[src/rtl/fcmp_arbiter.sv]
// Round-robin arbiter sharing one pipelined FP compare unit among NREQ requesters.
// Each accepted op is registered onto the unit and its owner rides a tag pipe to the response.
module fcmp_arbiter #(
    parameter int NREQ = 2,
    parameter int LAT  = 1
) (
    input  logic                 clk,
    input  logic                 rst,
    input  logic [NREQ-1:0]      req_valid,
    input  logic [32*NREQ-1:0]   req_x1,
    input  logic [32*NREQ-1:0]   req_x2,
    input  logic [2*NREQ-1:0]    req_op,
    output logic [NREQ-1:0]      req_ready,
    output logic                 cmp_valid,
    output logic [31:0]          cmp_x1,
    output logic [31:0]          cmp_x2,
    output logic [1:0]           cmp_op,
    input  logic                 cmp_y,
    output logic [NREQ-1:0]      resp_valid,
    output logic                 resp_y,
    output logic                 busy
);
    localparam int IW = (NREQ > 1) ? $clog2(NREQ) : 1;

    // Handshake: an op is accepted on a rising edge where req_valid[i] & req_ready[i];
    // req_ready never waits on the unit, so a granted requester is always taken.
    logic [IW-1:0]   r_ptr;
    logic [IW-1:0]   r_owner;
    logic            r_cmp_valid;
    logic [31:0]     r_cmp_x1;
    logic [31:0]     r_cmp_x2;
    logic [1:0]      r_cmp_op;
    logic [LAT-1:0]  r_tag_v;
    logic [IW-1:0]   r_tag_id [LAT];

    logic            w_any;
    logic [IW-1:0]   w_gidx;
    logic [IW-1:0]   w_cand;
    logic [IW-1:0]   w_ptr_nxt;
    logic [NREQ-1:0] w_grant;
    logic [31:0]     w_x1;
    logic [31:0]     w_x2;
    logic [1:0]      w_op;

    always_comb begin
        w_any   = 1'b0;
        w_gidx  = '0;
        w_cand  = '0;
        w_grant = '0;
        for (int k = 0; k < NREQ; k++) begin
            w_cand = IW'((int'(r_ptr) + k) % NREQ);
            if (!w_any && req_valid[w_cand]) begin
                w_any  = 1'b1;
                w_gidx = w_cand;
            end
        end
        if (w_any) begin
            w_grant[w_gidx] = 1'b1;
        end
        w_ptr_nxt = (w_gidx == IW'(NREQ - 1)) ? '0 : w_gidx + 1'b1;
    end

    // One-hot AND-OR mux of the winner's operands.
    always_comb begin
        w_x1 = '0;
        w_x2 = '0;
        w_op = '0;
        for (int k = 0; k < NREQ; k++) begin
            if (w_grant[k]) begin
                w_x1 = req_x1[32*k +: 32];
                w_x2 = req_x2[32*k +: 32];
                w_op = req_op[2*k +: 2];
            end
        end
    end

    always_ff @(posedge clk or posedge rst) begin
        if (rst) begin
            r_ptr       <= '0;
            r_owner     <= '0;
            r_cmp_valid <= 1'b0;
            r_cmp_x1    <= '0;
            r_cmp_x2    <= '0;
            r_cmp_op    <= '0;
            r_tag_v     <= '0;
            for (int s = 0; s < LAT; s++) begin
                r_tag_id[s] <= '0;
            end
        end else begin
            r_cmp_valid <= w_any;
            if (w_any) begin
                r_ptr    <= w_ptr_nxt;
                r_owner  <= w_gidx;
                r_cmp_x1 <= w_x1;
                r_cmp_x2 <= w_x2;
                r_cmp_op <= w_op;
            end
            // Stage 0 follows the cycle the unit samples cmp_valid, so stage LAT-1 meets cmp_y.
            r_tag_v[0]  <= r_cmp_valid;
            r_tag_id[0] <= r_owner;
            for (int s = 1; s < LAT; s++) begin
                r_tag_v[s]  <= r_tag_v[s-1];
                r_tag_id[s] <= r_tag_id[s-1];
            end
        end
    end

    always_comb begin
        resp_valid = '0;
        if (r_tag_v[LAT-1]) begin
            resp_valid[r_tag_id[LAT-1]] = 1'b1;
        end
    end

    assign req_ready = w_grant;
    assign cmp_valid = r_cmp_valid;
    assign cmp_x1    = r_cmp_x1;
    assign cmp_x2    = r_cmp_x2;
    assign cmp_op    = r_cmp_op;
    assign resp_y    = cmp_y;
    assign busy      = r_cmp_valid | (|r_tag_v);
endmodule

[config.mk]
export PLATFORM = sky130hd
export DESIGN_NAME = fcmp_arbiter
export DESIGN_NICKNAME = d
export VERILOG_FILES = /design/src/rtl/fcmp_arbiter.sv
export SDC_FILE = /design/constraint.sdc
export NUM_CORES = 1
export LEC_CHECK = 0
export BUFFER_PORTS_ARGS = -buffer_cell sky130_fd_sc_hd__buf_2
export CAP_MARGIN = 10
export CELL_PAD_IN_SITES_DETAIL_PLACEMENT = 1
export CELL_PAD_IN_SITES_GLOBAL_PLACEMENT = 2
export CORE_UTILIZATION = 24
export CTS_CLUSTER_SIZE = 12
export DETAILED_ROUTE_END_ITERATION = 16
export PLACE_DENSITY = 0.9
export RECOVER_POWER = 25
export SETUP_SLACK_MARGIN = 0.05
export SLEW_MARGIN = 25
export SYNTH_ARGS = -nofsm -noshare
export SYNTH_HDL_FRONTEND = slang
export SYNTH_SLANG_ARGS = --single-unit
[constraint.sdc]
create_clock -name clk -period 2.1 [get_ports clk]
set_input_delay 0.21 -clock clk [delete_from_list [all_inputs] [get_ports clk]]
set_output_delay 0.21 -clock clk [all_outputs]
set_load 0.01 [all_outputs]
======== Word-level counts from Yosys, hierarchy flattened ========
Index checks and enable logic that the tools add are counted.
operators by class
  add/sub/neg operators ................... 2
  magnitude comparators ................... 6
  muxes and demuxes ....................... 21
  bitwise logic cells ..................... 1
  reductions and logical operators ........ 4
operators by type and width
  operator                                                                      count
  32-bit two-way mux                                                            4
  1-bit two-way mux                                                             11
  1-bit by 2-bit less-than comparator with 1-bit output, second input constant  4
  2-bit two-way mux                                                             4
  1-bit logical AND                                                             3
  1-bit adder, second input constant                                            2
  1-bit demux with 1-bit select                                                 2
  1-bit greater-or-equal comparator, second input constant                      2
  1-bit logical NOT                                                             1
  1-bit bitwise OR                                                              1
word-level totals
  register bits after elaboration ......... 71
  bits of input ports ..................... 137

======== Logic depth before layout (Yosys ltp) ========
Gate-level depths: netlist (run 1).
  depth after elaboration ................. 13
  gate-level depth with buffers ........... 7

======== Worst setup path before layout (run 1) ========
No wires, ideal clock.
  path type ............................... reg-to-reg
  start point ............................. reg r_ptr
  end point ............................... reg r_cmp_op[0], in the netlist cmp_op[0]
  library setup time ...................... 0.132 ns
  arrival time ............................ 1.122 ns
  data required time ...................... 1.968 ns
  slack ................................... 0.845 ns
  cell stages (with the launch flop) ...... 7
  buffers on the path ..................... 3
  clock period less this slack ............ 1.255 ns
  cell sequence ........................... dfrtp_1 nand2b_1 buf_2 buf_6 buf_6 a31oi_1 o21ai_1
between the ends
  cells in the longest elaborated chain, start to end .. 13
ends and longest elaborated chain
  item                                                                                                                                     RTL line  source
  start, declared                                                                                                                          27        logic [IW-1:0] r_ptr;
  start signal, assigned                                                                                                                   92        r_ptr <= w_ptr_nxt;
  1-bit two-way mux (not written as such) (2 in series)                                                                                    52        if (!w_any && req_valid[w_cand]) begin
  1-bit two-way mux                                                                                                                        52
  1-bit logical NOT                                                                                                                        52
  1-bit logical AND                                                                                                                        52
  1-bit two-way mux                                                                                                                        52
  1-bit by 2-bit less-than comparator with 1-bit output (not written as such) / 1-bit greater-or-equal comparator (equally long branches)  58        w_grant[w_gidx] = 1'b1;
  1-bit logical AND (not written as such)                                                                                                  58
  1-bit two-way mux (not written as such)                                                                                                  58
  1-bit demux with 1-bit select                                                                                                            58
  2-bit two-way mux                                                                                                                        57        if (w_any) begin
  2-bit two-way mux (2 in series)                                                                                                          69        if (w_grant[k]) begin
  end signal, assigned                                                                                                                     96        r_cmp_op <= w_op;
  end, declared                                                                                                                            32        logic [1:0] r_cmp_op;
Several ways; a longest one is shown, not always the timed one. The select of a mux whose other input is x is not followed.
A chain may end at the register's enable or synchronous reset.

======== Worst setup path in the final report (run 1) ========
  start point ............................. reg r_ptr
  end point ............................... out req_ready[1]
between the ends
  cells in the longest elaborated chain, start to end .. 11
ends and longest elaborated chain
  item                                                                                                                                     RTL line  source
  1-bit two-way mux (not written as such) (2 in series)                                                                                    52
  1-bit two-way mux                                                                                                                        52
  1-bit logical NOT                                                                                                                        52
  1-bit logical AND                                                                                                                        52
  1-bit two-way mux                                                                                                                        52
  1-bit by 2-bit less-than comparator with 1-bit output (not written as such) / 1-bit greater-or-equal comparator (equally long branches)  58
  1-bit logical AND (not written as such)                                                                                                  58
  1-bit two-way mux (not written as such)                                                                                                  58
  1-bit demux with 1-bit select                                                                                                            58
  2-bit two-way mux (*)                                                                                                                    57
  end, declared                                                                                                                            13        output logic [NREQ-1:0] req_ready,
Every way passes the cells marked *; elsewhere a longest branch is shown, timed or not. The select of a mux whose other input is x is not followed.

==> qor.log, run 1 <==
INFO  layout         layout.nets=711
INFO  job            cap_viol_max_count=0
INFO  global_route   number_of_antenna_violations_at_the_first_check_in_global_routing=0
INFO  drt            wl=13.5mm
INFO  layout         drive_gt1_share=35.8%
INFO  floorplan      core_region_area=16,600um^2
INFO  sta            timing_max_transition_violations_final=0
INFO  sta            maxClockFrequency=566MHz
INFO  pwr            cellLeakagePower=2.83nW
INFO  layout         final_util=33.3%
INFO  logic_synthesis ys_top_cells_by_area=sky130_fd_sc_hd__dfrtp_1 44%, sky130_fd_sc_hd__mux2i_1 16%, sky130_fd_sc_hd__and3b_1 14%
INFO  sta            setup_viol=0
INFO  drt            avgRoutedWirePerCell=16.9um
INFO  global_route   use_met2=28.3%
INFO  place          place.gp.congestion=0.737
INFO  setup_path     timing.critical_path.required=1.89ns
INFO  sta            holdWs=0.123ns
INFO  pwr            maximum_resistive_drop_on_vdd=0.343mV
INFO  sta            timing.max_slew.rel_slack=14.9%
INFO  sta            worst_pin_slew=1.27ns
INFO  floorplan      initial_utilization=24.6%
INFO  pwr            power.density=764nW/um^2
INFO  setup_path     endpoint_kind=primary output
INFO  global_route   track_usage=15.7%
INFO  sta            rsz0062_at_grt=no
INFO  logic_synthesis avgSynthCellArea=10.4um^2
INFO  place          postPlaceCellArea=5270um^2
INFO  global_route   first_global_vias=4,274
INFO  floorplan      number_of_i_o_pins=210
INFO  sta            finalHoldViolCount=0
INFO  setup_path     worstSetupPathType=reg -> out
INFO  logic_synthesis synth_top_area_share=43.6%
INFO  layout         layout.cells.non_filler=799
INFO  global_route   use_met1=18.6%
INFO  sta            finalCriticalPeriod=1.77ns
INFO  layout         synthToLayoutAreaGrowth=35.7%
INFO  sta            setup_ws=0.332ns
INFO  logic_synthesis synth.largest_area_cell=sky130_fd_sc_hd__dfrtp_1
INFO  logic_synthesis synth.lib_cells_used.distinct=17
INFO  floorplan      std_cell_rows=47
INFO  clock_network  ctsRootBufferMaster=sky130_fd_sc_hd__clkbuf_16
INFO  clock_network  clk_pin_slew_worst_paths=0.06ns
INFO  floorplan      die_area=17,500um^2
INFO  drt            drt_drc_violations_left=0
INFO  sta            tns=0ns
INFO  logic_synthesis mappedNetlistNets=530
INFO  place          dpl.hpwl=9.43mm
INFO  floorplan      die_width=132um
INFO  drt            detail_route.vias_per_cell=4.94
INFO  drt            dr_total_vias=3,947
INFO  global_route   largest_net_degree_at_the_start_of_global_routing=80
INFO  global_route   global_route.overflow_total=0
INFO  drt            route.antenna.remaining_nets=0
INFO  sta            post-route-period-util=84.2%
INFO  drt            first_pass_iters=4
INFO  sta            clock_skew=0.00920ns
INFO  floorplan      fp.dieH=132um
INFO  status         result_of_the_run=finished clean
INFO  logic_synthesis synth-seq-cells=71
INFO  logic_synthesis syn_inst=393
INFO  clock_network  clock_tree.htree_level_count=3
INFO  logic_synthesis synth_sequential_area_ratio=43.6%
INFO  clock_network  tritoncts.num_buffers=9
INFO  layout         stdcell_area=5530um^2
INFO  global_route   grt_use_met3=2.42%
INFO  place          place_worst_setup_slack=0.540ns
INFO  clock_network  clk_latency=0.33ns
INFO  layout         n_antenna_cell=0
INFO  pwr            post-layout-total-power=4.22mW
INFO  setup_path     critPathMaxFanout=19
INFO  place          dp.cells=782
INFO  drt            drt_first_iter_violations=117
INFO  logic_synthesis synth-warning-count=0
INFO  global_route   globalRoute.busiestLayer=met2
INFO  setup_path     critPathLaunchType=flop
INFO  clock_network  clock_tree_from_tritoncts=built
INFO  place          portBuffers=207
INFO  clock_network  cts_sinks=71
INFO  logic_synthesis netlist_area=4080um^2
INFO  global_route   wire_length_of_the_first_global_routing_pass=22.0mm
INFO  setup_path     critPathArrivalTime=1.56ns
INFO  hold_path      worst_hold_path_type=in -> reg
INFO  clock_network  cts-root-to-sink-buffers=2
==> critical path: stages, from the launching register on <==
cell and delay [ns]:
sky130_fd_sc_hd__dfrtp_2 0.40, sky130_fd_sc_hd__nand2b_2 0.38, sky130_fd_sc_hd__and2_1 0.29, sky130_fd_sc_hd__buf_2 0.14
==> cell usage after synthesis <==
| cell | instances |
|---|---|
| sky130_fd_sc_hd__nor2b_1 | 1 |
| sky130_fd_sc_hd__a31oi_1 | 66 |
| sky130_fd_sc_hd__mux2i_1 | 66 |
| sky130_fd_sc_hd__a21oi_1 | 1 |
| sky130_fd_sc_hd__clkbuf_1 | 23 |
| sky130_fd_sc_hd__o21ai_1 | 66 |
| sky130_fd_sc_hd__nand2b_1 | 1 |
| sky130_fd_sc_hd__and3b_1 | 66 |
| sky130_fd_sc_hd__buf_4 | 12 |
| sky130_fd_sc_hd__buf_6 | 3 |
| sky130_fd_sc_hd__or2_2 | 2 |
| sky130_fd_sc_hd__inv_1 | 3 |
| sky130_fd_sc_hd__and2_1 | 2 |
| sky130_fd_sc_hd__a21o_1 | 1 |
| sky130_fd_sc_hd__dfrtp_1 | 71 |
| sky130_fd_sc_hd__o21ai_0 | 1 |
| sky130_fd_sc_hd__buf_2 | 8 |
==> metal layers <==
metal,up-vias,wire length [um]
li1,1852,-
met1,1970,5800
met2,113,7020
met3,12,520
met4,0,201
met5,-,0
==> placed cells by master, fill, tap and decap left out, drive strengths merged, types with 2 or more instances in the layout <==
cell type,instances
buf,190
or2,2
dfrtp,71
clkbuf,41
inv,2
mux2i,66
a31oi,66
o21ai,67
and3b,66
and2,2
==> registers in the layout, summed over array words and instances, names as in the netlist <==
register and count:
r_tag_id 1, cmp_valid 1, cmp_x1 32, cmp_op 2
cmp_x2 32, r_tag_v 1, r_ptr 1, r_owner 1
==> cell families (layout without fill, tap and decap cells) <==
| family | Yosys count | after routing | synth area share [%] |
|---|---|---|---|
| simple gates | 72 | 72 | 15.1 |
| mux | 66 | 66 | 16.2 |
| flops | 71 | 71 | 43.6 |
| compound gates | 135 | 135 | 18.7 |
| buf+inv | 49 | 235 | 6.42 |
==> path summary, 6_finish.rpt <==
check | start | to | slack (ns) | cells past startpoint
max | r_ptr | req_ready[1] | 0.33 | 3
min | req_x2[32] | cmp_x2[0] | 0.12 | 3
max reg2reg | r_ptr | cmp_x2[2] | 0.54 | 4
min reg2reg | r_owner | r_tag_id | 0.38 | 0
max in group asynchronous | rst | r_ptr | 0.57 | 4
min in group asynchronous | rst | cmp_x2[20] | 0.70 | 3
==> timing repair <==
action,CTS,global route
setup buffers,0,0
hold endpoints to repair,24,0
hold buffers,1,0
gates resized for setup,0,0
==> area by class of cell <==
cell class                      instances  area [um^2]
Clock buffer                           16          282
Tap cell                              220          275
Fill cell                            1985        11100
Timing Repair Buffer                  216         1140
Inverter                                3         12.5
Sequential cell                        71         1780
Multi-Input combinational cell        273         2040
==> power by group <==
part | switching (mW) | internal (mW)
registers | 0.109 | 1.55
clock network | 0.580 | 0.900
logic | 0.591 | 0.488
(Power assumes the default switching activity.)
==> inputs of run 2 (changes only) <==
--- a/config.mk
+++ b/config.mk
@@ -9,10 +9,10 @@
 export CAP_MARGIN = 10
 export CELL_PAD_IN_SITES_DETAIL_PLACEMENT = 1
 export CELL_PAD_IN_SITES_GLOBAL_PLACEMENT = 2
-export CORE_UTILIZATION = 24
+export CORE_UTILIZATION = 26
 export CTS_CLUSTER_SIZE = 12
 export DETAILED_ROUTE_END_ITERATION = 16
-export PLACE_DENSITY = 0.9
+export PLACE_DENSITY = 0.92
 export RECOVER_POWER = 25
 export SETUP_SLACK_MARGIN = 0.05
 export SLEW_MARGIN = 25
==> constraint.sdc (replaced) <==
create_clock -name clk -period 1.7 [get_ports clk]
set_input_delay 0.17 -clock clk [delete_from_list [all_inputs] [get_ports clk]]
set_output_delay 0.17 -clock clk [all_outputs]
set_load 0.01 [all_outputs]
==> run 2 against run 1 <==
  * Combinational power up 25%
  * Final area up 2.4%
  * Sequential power up 23%
  * Die area down 7.6%
  * Highest routed layer unchanged
==> qor.log, run 2 (synthesis gave the netlist of run 1 again) <==
INFO  status         result_of_the_run=finished clean [unchanged]
INFO  sta            finalCriticalPeriod=1.49ns
INFO  place          place_worst_setup_slack=0.291ns [was 0.540 ns]
INFO  clock_network  cts_sinks=71 [unchanged]
INFO  global_route   use_met1=19.2% [was 18.6%]
INFO  global_route   number_of_antenna_violations_at_the_first_check_in_global_routing=0 [unchanged]
INFO  global_route   wire_length_of_the_first_global_routing_pass=21.7mm [was 22.0 mm]
INFO  setup_path     worstReg2RegEnd=cmp_x1[27] [was cmp_x2[2]]
INFO  sta            post-route-period-util=87.5%
INFO  sta            timing_max_transition_violations_final=0 [unchanged]
INFO  hold_path      worst_hold_startpoint=req_x2[55] [was req_x2[32]]
INFO  layout         layout.cells.most_common_list=204 x sky130_fd_sc_hd__buf_2, 70 x sky130_fd_sc_hd__dfrtp_1 [was 180 x sky130_fd_sc_hd__buf_2, 70 x sky130_fd_sc_hd__dfrtp_1]
INFO  setup_path     regToRegSetupSlack=0.40ns [was 0.54 ns]
INFO  layout         drive_gt1_share=40.9% [was 35.8%]
INFO  pwr            switchingPower=1.61mW [was 1.28 mW]
INFO  sta            finalHoldViolCount=0 [unchanged]
INFO  setup_path     critPathLaunchType=flop [unchanged]
INFO  setup_path     crit_path_max_incr_delay=0.41ns [was 0.40 ns]
INFO  clock_network  tritoncts.num_buffers=9 [unchanged]
INFO  setup_path     worstSetupPathDepth=3 [unchanged]
INFO  hold_path      hold_depth=3 [unchanged]
INFO  sta            clock_skew=0.00649ns [was 0.00920 ns]
INFO  floorplan      die_width=127um [was 132 um]
INFO  setup_path     timing.critical_path.required=1.53ns [was 1.89 ns]
INFO  place          portBuffers=207 [unchanged]
INFO  hold_path      worst_hold_path_type=in -> reg [unchanged]
INFO  setup_path     endpoint_kind=primary output [unchanged]
INFO  setup_path     crit-reg2reg-launch=r_ptr [unchanged]
INFO  drt            first_pass_iters=4 [unchanged]
INFO  setup_path     worstRegToRegCells=4 [unchanged]
INFO  global_route   largest_net_degree_at_the_start_of_global_routing=76 [was 80]
INFO  setup_path     path_cells=nand2b_4, and2_1, buf_2 [was nand2b_2, and2_1, buf_2]
INFO  layout         layout.nets=714 [was 711]
INFO  pwr            cellLeakagePower=2.96nW [was 2.83 nW]
INFO  pwr            p_sw_share=27.6% [was 30.3%]
INFO  layout         regArea=1780um^2 [unchanged]
INFO  sta            timing.max_slew.rel_slack=35.6% [was 14.9%]
INFO  floorplan      core_region_area=15,300um^2 [was 16,600 um^2]
INFO  place          place.gp.congestion=0.719 [was 0.737]
INFO  floorplan      initial_utilization=26.7% [was 24.6%]
INFO  hold_path      min_to=cmp_x2[23] [was cmp_x2[0]]
INFO  sta            tns=0ns [unchanged]
INFO  floorplan      die_area=16,200um^2 [was 17,500 um^2]
INFO  global_route   track_usage=16.9% [was 15.7%]
INFO  setup_path     critPathMaxFanout=12 [was 19]
INFO  clock_network  clock_tree.htree_level_count=3 [unchanged]
INFO  drt            detail_route.vias_per_cell=4.98 [was 4.94]
INFO  setup_path     crit_slowest_cell=sky130_fd_sc_hd__dfrtp_2 [unchanged]
INFO  global_route   grt_use_met3=3.64% [was 2.42%]
INFO  clock_network  post_cts.repair.setup_buffers=0 [unchanged]
INFO  layout         synthToLayoutAreaGrowth=38.9% [was 35.7%]
INFO  drt            drt_drc_violations_left=0 [unchanged]
INFO  global_route   use_met2=30.9% [was 28.3%]
INFO  layout         filler_cell_count=1,787 [was 1,985]
INFO  drt            drt_first_iter_violations=141 [was 117]
INFO  place          dpl.hpwl=9.49mm [was 9.43 mm]
INFO  setup_path     worst_path_dominant_cell_family=simple AND/OR/NAND/NOR gates [unchanged]
INFO  pwr            pwr-share-seq=35.3% [was 39.4%]
INFO  sta            maxClockFrequency=673MHz
INFO  global_route   first_global_vias=4,271 [was 4,274]
INFO  drt            dr_total_vias=3,950 [was 3,947]
INFO  clock_network  cts-root-to-sink-buffers=2 [unchanged]
INFO  sta            setup_ws=0.213ns [was 0.332 ns]
INFO  drt            avgRoutedWirePerCell=16.7um [was 16.9 um]
INFO  job            cap_viol_max_count=0 [unchanged]
INFO  clock_network  ctsRootBufferMaster=sky130_fd_sc_hd__clkbuf_16 [unchanged]
INFO  pwr            power.clock.fraction=41.5% [was 35.1%]
INFO  setup_path     crit_buf_inv=1 [unchanged]
INFO  drt            wl=13.2mm [was 13.5 mm]
INFO  global_route   globalRoute.busiestLayer=met2 [unchanged]
INFO  sta            setup_viol=0 [unchanged]
INFO  sta            worst_pin_slew=0.966ns [was 1.27 ns]
INFO  clock_network  clk_latency=0.34ns [was 0.33 ns]
INFO  global_route   global_route.overflow_total=0 [unchanged]
INFO  drt            route.antenna.remaining_nets=0 [unchanged]
INFO  pwr            combinationalPowerShare=23.3% [was 25.5%]
INFO  setup_path     critPathArrivalTime=1.32ns [was 1.56 ns]
INFO  clock_network  clock_tree_from_tritoncts=built [unchanged]
INFO  clock_network  clk_pin_slew_worst_paths=0.06ns [about the same]
INFO  sta            rsz0062_at_grt=no [unchanged]
INFO  layout         most_common_cell_after_layout_fill_and_taps_aside=sky130_fd_sc_hd__buf_2 [unchanged]
INFO  pwr            power.density=1030nW/um^2 [was 764 nW/um^2]
INFO  floorplan      std_cell_rows=45 [was 47]
INFO  floorplan      number_of_i_o_pins=210 [unchanged]
INFO  floorplan      fp.dieH=127um [was 132 um]
INFO  pwr            p_int=4.21mW [was 2.94 mW]
INFO  layout         multi_input_comb_area=2040um^2 [about the same]
INFO  setup_path     worstSetupPathType=reg -> out [unchanged]
INFO  layout         n_antenna_cell=0 [unchanged]
INFO  pwr            maximum_resistive_drop_on_vdd=0.419mV [was 0.343 mV]
-- run 2: what timing repair did --
| item | 4_1_cts | 5_1_grt |
|---|---|---|
| hold buffers | 1 | 0 |
| endpoints found under the hold margin | 13 | 0 |
| resized for setup | 0 | 1 |
| setup endpoints to repair | 0 | 1 |
-- run 2: layout make-up --
| class | instances | share of cell area, % |
|---|---|---|
| flip-flops and latches | 71 | 31.4 |
| clock inverters | 5 | 2.25 |
| multi-input cells | 273 | 36.1 |
| repair buffers | 219 | 20.8 |
| inverters | 3 | 0.265 |
| well taps | 211 | 4.66 |
| clock buffers | 11 | 4.46 |
-- run 2: worst max path at each step --
stage           from      endpoint  slack [ns]
2_1_floorplan  r_ptr     cmp_op[0]        0.45
3_3_place_gp   r_ptr    cmp_x1[22]        0.33
3_5_place_dp   r_ptr    cmp_x1[21]        0.29
4_1_cts        r_ptr  req_ready[1]        0.05
5_1_grt        r_ptr  req_ready[1]        0.16
6_report       r_ptr  req_ready[1]        0.21
-- run 2: per-stage QoR --
step	cells	instance area (um^2)	util [%]	hold slack, ns	total power [mW]
3_5_place_dp	776	5270	34.5	0.340	3.45
6_report	793	5660	37.1	0.0709	5.82
2_1_floorplan	393	4080	-	0.321	2.85
5_1_grt	793	5660	37.1	0.0653	6.13
3_3_place_gp	776	5270	34.5	0.340	3.39
4_1_cts	793	5660	37.1	0.0542	5.92
-- run 2: layer usage --
metal	wire length (um)	part of all wire [%]	vias up
met5	0	0	-
met4	299	2.3	0
met3	647	4.9	20
met2	6850	52	127
met1	5450	41	1957
li1	-	-	1846
-- run 2: worst min-delay path, stage by stage --
cell and delay (ns):
sky130_fd_sc_hd__buf_2 0.08, sky130_fd_sc_hd__a31oi_1 0.07, sky130_fd_sc_hd__o21ai_1 0.06
-- run 2: power groups by stage --
stage                     Combinational, mW  Sequential [mW]  Clock [mW]
final                                  1.35             2.05        2.41
after CTS                              1.38             2.05        2.49
after floorplan                       0.684             2.17           0
after global routing                   1.50             2.08        2.55
after global placement                 1.32             2.07           0
after detailed placement               1.37             2.08           0
==> inputs of run 3 (changes only) <==
--- a/config.mk
+++ b/config.mk
@@ -5,14 +5,15 @@
 export SDC_FILE = /design/constraint.sdc
 export NUM_CORES = 1
 export LEC_CHECK = 0
+export ABC_AREA = 1
 export BUFFER_PORTS_ARGS = -buffer_cell sky130_fd_sc_hd__buf_2
 export CAP_MARGIN = 10
 export CELL_PAD_IN_SITES_DETAIL_PLACEMENT = 1
 export CELL_PAD_IN_SITES_GLOBAL_PLACEMENT = 2
-export CORE_UTILIZATION = 26
+export CORE_UTILIZATION = 23
 export CTS_CLUSTER_SIZE = 12
 export DETAILED_ROUTE_END_ITERATION = 16
-export PLACE_DENSITY = 0.92
+export PLACE_DENSITY = 0.93
 export RECOVER_POWER = 25
 export SETUP_SLACK_MARGIN = 0.05
 export SLEW_MARGIN = 25
==> run 3 against run 2 <==
  * Sequential cell count unchanged
  * Clock power is 29% lower
  * Final area fell by 13%
  * Critical path depth grew 2
  * Non-clock buffer count up 1
  * Worst setup slack improved by 0.061 ns
  * Area after synthesis down 16%
  * Largest cell class is now sequential cells
  * Sequential share of layout area up 4.9 points
  * Combinational power down 17%
  * Worst hold slack worse by 0.023 ns
==> qor.log, run 3 <==
INFO  layout         layout.nets=721 [was 714]
INFO  sta            clock_skew=0.00593ns [was 0.00649 ns]
INFO  setup_path     critPathArrivalTime=1.26ns [was 1.32 ns]
INFO  logic_synthesis synth.largest_area_cell=sky130_fd_sc_hd__dfrtp_1 [unchanged]
INFO  setup_path     timing.critical_path.to=req_ready[1] [unchanged]
INFO  setup_path     regToRegSetupSlack=0.41ns [was 0.40 ns]
INFO  logic_synthesis synth_most_common_cell=sky130_fd_sc_hd__nand3_1 [was sky130_fd_sc_hd__dfrtp_1]
INFO  setup_path     worstRegToRegCells=5 [was 4]
INFO  global_route   number_of_antenna_violations_at_the_first_check_in_global_routing=0 [unchanged]
INFO  global_route   global_route.overflow_total=0 [unchanged]
INFO  place          postPlaceCellArea=4630um^2 [was 5270 um^2]
INFO  status         result_of_the_run=finished clean [unchanged]
INFO  logic_synthesis synth_top_area_share=52.1% [was 43.6%]
INFO  logic_synthesis ys_top_cells_by_area=sky130_fd_sc_hd__dfrtp_1 52%, sky130_fd_sc_hd__nand3_1 20%, sky130_fd_sc_hd__nand4_1 12% [was sky130_fd_sc_hd__dfrtp_1 44%, sky130_fd_sc_hd__mux2i_1 16%, sky130_fd_sc_hd__and3b_1 14%]
INFO  logic_synthesis yosys-top-cells-count=133 x sky130_fd_sc_hd__nand3_1, 71 x sky130_fd_sc_hd__dfrtp_1, 71 x sky130_fd_sc_hd__nand2_1 [was 71 x sky130_fd_sc_hd__dfrtp_1, 66 x sky130_fd_sc_hd__a31oi_1, 66 x sky130_fd_sc_hd__and3b_1, 66 x sky130_fd_sc_hd__mux2i_1, 66 x sky130_fd_sc_hd__o21ai_1]
INFO  setup_path     critPathMaxFanout=4 [was 12]
INFO  global_route   wire_length_of_the_first_global_routing_pass=19.2mm [was 21.7 mm]
INFO  logic_synthesis synth_edf_count=0 [unchanged]
INFO  sta            timing.max_slew.rel_slack=35.8% [was 35.6%]
INFO  hold_path      worst_hold_path_type=in -> reg [unchanged]
INFO  pwr            switchingPower=1.49mW [was 1.61 mW]
INFO  logic_synthesis synth.lib_cells_used.distinct=16 [was 17]
INFO  logic_synthesis synth_sequential_area_ratio=52.1% [was 43.6%]
INFO  clock_network  clk_pin_slew_worst_paths=0.06ns [about the same]
INFO  sta            rsz0062_at_grt=no [unchanged]
INFO  place          portBuffers=207 [unchanged]
INFO  logic_synthesis synth-seq-cells=71 [unchanged]
INFO  global_route   track_usage=16.5% [was 16.9%]
INFO  drt            route.antenna.remaining_nets=0 [unchanged]
INFO  floorplan      std_cell_rows=44 [was 45]
INFO  sta            holdWs=0.0478ns [was 0.0709 ns]
INFO  pwr            power.clock.fraction=35.1% [was 41.5%]
INFO  pwr            combinationalPowerShare=23.0% [was 23.3%]
INFO  place          dpl.hpwl=8.83mm [was 9.49 mm]
INFO  clock_network  post_cts.repair.setup_buffers=0 [unchanged]
INFO  drt            drt_drc_violations_left=0 [unchanged]
INFO  job            cap_viol_max_count=0 [unchanged]
INFO  sta            worst_pin_slew=0.963ns [was 0.966 ns]
INFO  setup_path     worst_setup_path_startpoint=r_ptr [unchanged]
INFO  sta            timing_max_transition_violations_final=0 [unchanged]
INFO  global_route   largest_net_degree_at_the_start_of_global_routing=71 [was 76]
INFO  place          place.gp.congestion=0.804 [was 0.719]
INFO  layout         layout.cells.most_common_list=206 x sky130_fd_sc_hd__buf_2, 133 x sky130_fd_sc_hd__nand3_1, 71 x sky130_fd_sc_hd__dfrtp_1 [was 204 x sky130_fd_sc_hd__buf_2, 70 x sky130_fd_sc_hd__dfrtp_1]
INFO  setup_path     worstReg2RegEnd=cmp_x1[2] [was cmp_x1[27]]
INFO  drt            detail_route.vias_per_cell=4.89 [was 4.98]
INFO  floorplan      initial_utilization=23.5% [was 26.7%]
INFO  pwr            maximum_resistive_drop_on_vdd=0.350mV [was 0.419 mV]
INFO  drt            avgRoutedWirePerCell=16.1um [was 16.7 um]
INFO  global_route   first_global_vias=3,758 [was 4,271]
INFO  layout         final_util=33.8% [was 37.1%]
INFO  setup_path     critPathLaunchType=flop [unchanged]
INFO  pwr            cellLeakagePower=2.52nW [was 2.96 nW]
INFO  floorplan      number_of_i_o_pins=210 [unchanged]
INFO  layout         n_antenna_cell=0 [unchanged]
INFO  floorplan      core_region_area=14,500um^2 [was 15,300 um^2]
INFO  setup_path     worstSetupPathType=reg -> out [unchanged]
INFO  clock_network  ctsRootBufferMaster=sky130_fd_sc_hd__clkbuf_16 [unchanged]
INFO  clock_network  cts_sinks=71 [unchanged]
INFO  drt            first_pass_iters=4 [unchanged]
INFO  drt            drt_first_iter_violations=185 [was 141]
INFO  clock_network  tritoncts.num_buffers=9 [unchanged]
INFO  clock_network  cts-root-to-sink-buffers=2 [unchanged]
INFO  layout         drive_gt1_share=40.8% [was 40.9%]
INFO  logic_synthesis synth-warning-count=0 [unchanged]
INFO  drt            wl=12.4mm [was 13.2 mm]
INFO  pwr            pwr-share-seq=42.0% [was 35.3%]
INFO  sta            tns=0ns [unchanged]
INFO  setup_path     timing.critical_path.required=1.53ns [about the same]
INFO  clock_network  clk_latency=0.34ns [about the same]
INFO  sta            finalHoldViolCount=0 [unchanged]
INFO  pwr            p_int=3.39mW [was 4.21 mW]
INFO  logic_synthesis syn_inst=397 [was 393]
INFO  clock_network  clock_tree.htree_level_count=3 [unchanged]
INFO  sta            post-route-period-util=83.9% [was 87.5%]
INFO  logic_synthesis mappedNetlistNets=534 [was 530]
INFO  setup_path     crit-reg2reg-launch=r_ptr [unchanged]
INFO  logic_synthesis ys.flop_type=sky130_fd_sc_hd__dfrtp_1 [unchanged]
INFO  floorplan      die_width=124um [was 127 um]
INFO  pwr            power.density=995nW/um^2 [was 1030 nW/um^2]
INFO  pwr            p_sw_share=30.5% [was 27.6%]
INFO  floorplan      die_area=15,300um^2 [was 16,200 um^2]
INFO  sta            finalCriticalPeriod=1.43ns [was 1.49 ns]
INFO  logic_synthesis avgSynthCellArea=8.59um^2 [was 10.4 um^2]
INFO  layout         stdcell_area=4900um^2 [was 5660 um^2]
INFO  clock_network  clock_tree_from_tritoncts=built [unchanged]
INFO  layout         synthToLayoutAreaGrowth=43.8% [was 38.9%]
INFO  floorplan      fp.dieH=124um [was 127 um]
INFO  layout         most_common_cell_after_layout_fill_and_taps_aside=sky130_fd_sc_hd__buf_2 [unchanged]
INFO  logic_synthesis ys_async_sr_fraction=100% [unchanged]
INFO  sta            maxClockFrequency=701MHz [was 673 MHz]
INFO  setup_path     endpoint_kind=primary output [unchanged]
INFO  drt            dr_total_vias=3,778 [was 3,950]
INFO  logic_synthesis netlist_area=3410um^2 [was 4080 um^2]
INFO  sta            setup_viol=0 [unchanged]
[run 3: changes by cell type after synthesis, moves of 9 or more]
cell	before	now
sky130_fd_sc_hd__and3b_1	66	0
sky130_fd_sc_hd__nand3_1	0	133
sky130_fd_sc_hd__a31oi_1	66	0
sky130_fd_sc_hd__nand2_1	0	71
sky130_fd_sc_hd__buf_4	12	3
sky130_fd_sc_hd__mux2i_1	66	0
sky130_fd_sc_hd__o21ai_1	66	0
sky130_fd_sc_hd__buf_2	8	23
sky130_fd_sc_hd__clkbuf_1	23	8
sky130_fd_sc_hd__nand4_1	0	66
[run 3: kinds of logic after synthesis]
group / synth area share [%]
buffers and inverters: 7.45
AND/OR/NAND/NOR: 39.9
AO/OA/AOI/OAI: 0.477
flip-flops: 52.1
[run 3: how the worst min path moves through the flow]
stage | startpoint | end | slack [ns] | cells past startpoint
floorplan | req_x2[15] | cmp_x2[15] | 0.30 | 2
global placement | rst | cmp_x1[24] | 0.33 | 3
detailed placement | rst | cmp_x1[24] | 0.34 | 3
CTS | req_x1[13] | cmp_x1[13] | 0.04 | 3
global route | req_x2[25] | cmp_x2[25] | 0.05 | 3
finish | req_x2[23] | cmp_x2[23] | 0.05 | 3
[run 3: area by class of cell]
cell class / count / area (um^2)
clock buffers: 11 / 243
clock inverters: 4 / 22.5
fillers: 1775 / 9580
inverters: 7 / 30.0
multi-input cells: 275 / 1390
flip-flops and latches: 71 / 1780
well taps: 184 / 230
repair buffers: 220 / 1200
[run 3: power groups by stage]
stage / sequential (mW) / combinational (mW) / clock, mW
global placement: 2.07 / 1.11 / 0
floorplan: 2.15 / 0.487 / 0
finish: 2.05 / 1.12 / 1.71
global route: 2.07 / 1.25 / 1.84
CTS: 2.05 / 1.15 / 1.77
detailed placement: 2.08 / 1.14 / 0
[run 3: timing repair]
| item | in CTS | in global routing |
|---|---|---|
| endpoints found under the setup margin | 0 | 0 |
| gates resized for setup | 0 | 0 |
| endpoints found under the hold margin | 34 | 0 |
| hold buffers | 1 | 0 |
[run 3: critical path, cell delays in order (launching register included)]
cell	delay, ns
sky130_fd_sc_hd__dfrtp_1	0.42
sky130_fd_sc_hd__inv_1	0.13
sky130_fd_sc_hd__nand2_4	0.09
sky130_fd_sc_hd__nand2_1	0.10
sky130_fd_sc_hd__inv_2	0.04
sky130_fd_sc_hd__buf_2	0.13
[run 3: layer usage]
layer  part of all wire [%]  routed length [um]  track usage, %
met4                    1.6                 201            6.40
met2                     47                5880            27.4
met1                     42                5210            19.8
met5                      0                   0               0
met3                    9.1                1120            5.36
[run 3: stage by stage]
step	cells	setup slack (ns)	total power [mW]
CTS	772	0.281	4.96
global placement	756	0.452	3.18
detailed placement	756	0.370	3.22
floorplan	397	0.544	2.64
global route	772	0.165	5.16
finish	772	0.274	4.88
